## src/rtl/matmul_result_streamer.sv

```systemverilog
// matmul_result_streamer: after the CPU signals done, reads the M x N2 result
// matrix out of the byte-addressed data memory, reassembles each big-endian
// 32-bit word and streams it out with row/column tags over valid/ready.
module matmul_result_streamer #(
  parameter int M      = 2,
  parameter int N      = 4,
  parameter int N2     = 2,
  parameter int ADDR_W = 8,
  parameter int BASE   = M*N*4 + N*N2*4,
  localparam int ROW_W = (M  > 1) ? $clog2(M)  : 1,
  localparam int COL_W = (N2 > 1) ? $clog2(N2) : 1
) (
  input  logic              CLOCK_50,
  input  logic              reset_n,
  input  logic              done,
  output logic              mem_ren,
  output logic [ADDR_W-1:0] mem_addr,
  input  logic [7:0]        mem_rdata,
  output logic              res_valid,
  input  logic              res_ready,
  output logic [31:0]       res_data,
  output logic [ROW_W-1:0]  res_row,
  output logic [COL_W-1:0]  res_col,
  output logic              res_last,
  output logic              busy,
  output logic              complete
);

  typedef enum logic [2:0] {
    S_IDLE,
    S_FETCH,
    S_LAST,
    S_OUT,
    S_FIN
  } state_t;

  state_t             r_state;
  state_t             w_next;
  logic               r_done_q;
  logic               r_armed;
  logic [ROW_W-1:0]   r_row;
  logic [COL_W-1:0]   r_col;
  logic [1:0]         r_k;
  logic [31:0]        r_data;
  logic               r_complete;

  logic               w_start;
  logic               w_accept;
  logic               w_is_last;
  logic [ADDR_W-1:0]  w_addr;

  // A done level that was already high when reset released must not start a
  // readback; r_armed only sets once done has been seen low.
  assign w_start   = (r_state == S_IDLE) && done && !r_done_q && r_armed;
  assign w_accept  = (r_state == S_OUT) && res_ready;
  assign w_is_last = (r_row == ROW_W'(M-1)) && (r_col == COL_W'(N2-1));
  assign w_addr    = ADDR_W'(BASE + 4*(int'(r_row)*N2 + int'(r_col)) + int'(r_k));

  assign res_data  = r_data;
  assign res_row   = r_row;
  assign res_col   = r_col;
  assign complete  = r_complete;

  // State register.
  always_ff @(posedge CLOCK_50) begin
    // NOTE: sequential state uses non-blocking assignments so every register
    // samples pre-edge values regardless of statement order.
    if (!reset_n) r_state <= S_IDLE;
    else          r_state <= w_next;
  end

  // Next-state decode and state-derived outputs.
  always_comb begin
    // NOTE: every output gets a default first so no path leaves it unassigned
    // and no latch is inferred.
    w_next    = r_state;
    mem_ren   = 1'b0;
    mem_addr  = '0;
    res_valid = 1'b0;
    res_last  = 1'b0;
    busy      = 1'b0;
    case (r_state)
      S_IDLE: begin
        if (w_start) w_next = S_FETCH;
      end
      S_FETCH: begin
        busy     = 1'b1;
        mem_ren  = 1'b1;
        mem_addr = w_addr;
        if (r_k == 2'd3) w_next = S_LAST;
      end
      S_LAST: begin
        busy   = 1'b1;
        w_next = S_OUT;
      end
      S_OUT: begin
        busy      = 1'b1;
        res_valid = 1'b1;
        res_last  = w_is_last;
        if (w_accept) w_next = w_is_last ? S_FIN : S_FETCH;
      end
      S_FIN: begin
        if (!done) w_next = S_IDLE;
      end
      default: w_next = S_IDLE;
    endcase
  end

  // Datapath: done edge tracking, element/byte counters, word assembly, completion flag.
  always_ff @(posedge CLOCK_50) begin
    if (!reset_n) begin
      r_done_q   <= 1'b0;
      r_armed    <= 1'b0;
      r_row      <= '0;
      r_col      <= '0;
      r_k        <= '0;
      r_data     <= '0;
      r_complete <= 1'b0;
    end else begin
      r_done_q <= done;
      if (!done) r_armed <= 1'b1;
      case (r_state)
        S_IDLE: begin
          if (w_start) begin
            r_row      <= '0;
            r_col      <= '0;
            r_k        <= '0;
            r_complete <= 1'b0;
          end
        end
        S_FETCH: begin
          // Byte for address k-1 arrives one cycle after its request.
          if (r_k != 2'd0) r_data <= {r_data[23:0], mem_rdata};
          r_k <= r_k + 2'd1;
        end
        S_LAST: begin
          r_data <= {r_data[23:0], mem_rdata};
        end
        S_OUT: begin
          if (w_accept) begin
            if (w_is_last) begin
              r_complete <= 1'b1;
            end else begin
              r_k <= '0;
              if (r_col == COL_W'(N2-1)) begin
                r_col <= '0;
                r_row <= r_row + ROW_W'(1);
              end else begin
                r_col <= r_col + COL_W'(1);
              end
            end
          end
        end
        default: ;
      endcase
    end
  end

endmodule
```

## config.mk

```make
export PLATFORM = sky130hd
export DESIGN_NAME = matmul_result_streamer
export DESIGN_NICKNAME = d
export VERILOG_FILES = /design/src/rtl/matmul_result_streamer.sv
export SDC_FILE = /design/constraint.sdc
export NUM_CORES = 1
export LEC_CHECK = 0
export ABC_AREA = 0
export ABC_CLOCK_PERIOD_IN_PS = 1600
export CAP_MARGIN = 20
export CORE_UTILIZATION = 41
export DETAILED_ROUTE_END_ITERATION = 10
export PLACE_DENSITY_LB_ADDON = 0.15
export SKIP_CTS_REPAIR_TIMING = 1
export SYNTH_ARGS = -nofsm -noshare
export SYNTH_HDL_FRONTEND = slang
export SYNTH_SLANG_ARGS = --single-unit
```

## constraint.sdc

```tcl
create_clock -name CLOCK_50 -period 1.6 [get_ports CLOCK_50]
set_input_delay 0.32 -clock CLOCK_50 [delete_from_list [all_inputs] [get_ports CLOCK_50]]
set_output_delay 0.32 -clock CLOCK_50 [all_outputs]
set_load 0.02 [all_outputs]
```

==> metrics.md <==
| Metric | Value |
|---|---|
| Residual DRC | `0` |
| CTS Buf Count | `5` |
| Internal cell power | `between 1.5 and 2 mW` |
| Leading area contributor after synthesis | `dfxtp_1` |
| CP Data Required Time | `1280 ps` |
| Post-synth EDFFs | `0` |
| Routed length per placed instance | `12.64 µm` |
| Clock share of power | `35.1%` |
| Crit path cell chain | `nor3b_4 > buf_4 > and2_4 > buf_6` |
| Clock Skews | `7.658 ps` |
| Vias/cell | `just under 5` |
| Nets | `276` |
| Core ar. | `0.004086 mm²` |
| Initial DRC count | `75` |
| Seq cells post-synth | `42` |
| Worst vdd ir | `0.6570 mV` |
| Post-Synthesis Cell Area | `approximately 0.0018 mm²` |
| Max-slew violations | `0` |
| Area grow syn2layout | `53.66%` |
| DR vias | `1,544` |
| Crit end category | `output port` |
| Final core occ | `67.42%` |
| Gate Count Post-Synth | `186` |
| Final setup fails | `8` |
| Failing checks | `setup timing` |
| Crit path DAT | `1310 ps` |
| Synth cell types | `37` |
| Die H | `68.13 µm` |
| # rows | `23` |
| Total Power | `2.296 mW` |
| Sequential element share of the synthesized area | `a little under half` |
| H-tree depth | `2` |
| # diodes | `0` |
| Vias in the first global route | `1,334` |
| Worst-path clk slew | `80 ps` |
| Initial Util | `43.88%` |
| Post-Route WL | `3.957 mm` |
| Critical Path Start Type | `flip-flop` |
| PnR worst setup slack | `-32.22 ps` |
| Die Wd | `68.13 µm` |
| Crit share post-route | `102.0%` |
| Share of cells above drive strength 1 | `a little over a fifth` |
| CTS tree | `done` |
| Cell area after layout | `about 0.0028 mm²` |
| Switching fraction of total power | `between 20% and 30%` |
| Mean Syn Cell Area | `9.640 µm²` |
| Worst Path Max Fanout | `5` |
| Clk root buf | `clkbuf_8` |
| Synth top area cells | `dfxtp_1, mux2i_1, nand2_1` |
| Worst hold path type | `reg -> reg` |
| Primary FF master, synth | `dfxtp_1` |
| Clk Latency, worst-skew pair | `280 ps` |
| Filler instances | `344` |
| PD cells | `833.5 mW/mm²` |
| Final Non-Filler Cells | `313` |
| Yosys warning count | `0` |
| Placement Cell Area | `between 0.002 and 0.003 mm²` |
| WP buf/inv | `2` |
| Detailed Place HPWL | `2.665 mm` |
| Die area | `0.004642 mm²` |
| CP delay by family, top | `simple AND/OR/NAND/NOR gates` |
| Grt ovf | `0` |
| PortBufs | `55` |
| TritonRoute pass-1 iters | `4` |
| Sum of negative setup slack | `-86.56 ps` |
| WS Path Type | `reg -> out` |
| Area share of the largest cell type after synthesis | `46.89%` |
| CTS Sinks | `42` |
| I/O pin cnt | `59` |
| Inst Count DP | `between 200 and 300` |
| Final Hold Viols | `0` |
| Total track usage | `between 15 and 20%` |
| Fmax achieved | `around 610 MHz` |
| Asr flop ratio synth | `0%` |
| Longest Clk Path Bufs | `2` |
| Max-cap viol count | `0` |
| Combinational Power Share | `17.6%` |
| Unrepaired setup endpoints after global routing | `true` |
| Gp weighted congestion | `0.7648` |
| Top post-synthesis cells by count | `nand2_1, dfxtp_1, mux2i_1` |
| Tmin final | `between 1500 and 2000 ps` |
| LEAKAGE | `1.162 nW` |
| Delay of the slowest critical-path stage | `370 ps` |
| Seq pwr share | `a little under half` |
| Sw power | `543.9 µW` |
| Status | `finished, violations left` |
| Critical-path top delay cell | `dfxtp_4` |
| Largest net degree at the start of global routing | `37` |
| ANT nets after route | `0` |
| Initial antenna violation count | `0` |
| First-pass GRT wire length | `5.961 mm` |
| Count leader, synth | `nand2_1` |
[cell families (layout without fill, tap and decap cells)]
logic type | count (synthesis) | after routing | share of synthesized area, %
AND/OR/NAND/NOR | 66 | 66 | 17.31
AO/OA/AOI/OAI | 21 | 21 | 8.864
adder cells (fa/ha/maj) | 2 | 2 | 1.395
flip-flops | 42 | 42 | 46.89
buffers and inverters | 22 | 97 | 7.467
multiplexers | 32 | 32 | 17.86
other | 1 | 3 | 0.2092
[cells in the final DEF (no fill, tap or decap), drive strengths merged, types with 3 or more instances in the layout]
cell type and instances:
clkbuf 13, nand2 44, dlymetal6s2s 7, conb 3, inv 7, dfxtp 42, mux2i 32, a21oi 5
clkdlybuf4s50 40, nand3 3, buf 29, and2 5
[path summary, 6_finish.rpt]
| kind | start | to | slack, ps | cells after the start |
|---|---|---|---|---|
| setup / recovery | r_state[2]$_SDFFE_PN0P_ | mem_addr[0] | -30 | 4 |
| hold / removal | res_data[29]$_SDFFE_PN0P_ | res_data[29]$_SDFFE_PN0P_ | 460 | 2 |
| setup reg to reg | r_k[1]$_SDFFE_PN0P_ | res_data[19]$_SDFFE_PN0P_ | -10 | 7 |
| hold reg to reg | res_data[29]$_SDFFE_PN0P_ | res_data[29]$_SDFFE_PN0P_ | 460 | 2 |
[worst reg2reg max path: stages (launching register included)]
cell and delay (ps):
dfxtp_2 330, inv_1 60, ha_4 150, or3b_4 370, a21oi_4 150, buf_12 150, clkbuf_16 160, mux2i_1 180
[power groups by stage]
stage	sequential, mW	combinational, mW	clock, mW
after floorplan	1.12	0.198	0
after global placement	1.11	0.362	0
after detailed placement	1.11	0.361	0
after CTS	1.09	0.362	0.830
after global routing	1.09	0.438	0.870
final	1.09	0.404	0.807
[metal layers]
layer	GRT usage, %	share of wire [%]	vias up
li1	-	-	774
met3	5.833	5.9	5
met1	22.38	47	718
met4	7.031	0.83	0
met2	25.37	46	47
met5	0	0	-
[layout make-up]
type,count,area [µm²],area share [%]
flip-flops and latches,42,852.1,30.93
clock inverters,1,30.03,1.090
multi-input cells,124,868.3,31.52
repair buffers,82,839.6,30.47
inverters,7,26.28,0.9537
clock buffers,7,76.32,2.770
well taps,50,62.56,2.271
[per-stage QoR]
step / setup slack [ps] / hold WS, ps
finish: -32.22 / 458.3
global route: -119.0 / 486.6
CTS: -462.4 / 461.8
detailed placement: -147.2 / 450.2
global placement: -80.34 / 445.8
floorplan: -7.297 / 415.9
[registers in the layout (all words and copies together), names as in the netlist]
register	flops
r_state	3
r_k	2
complete	1
r_done_q	1
res_row	1
r_armed	1
res_data	32
res_col	1
Note: power is estimated with default switching activity, not from simulation.
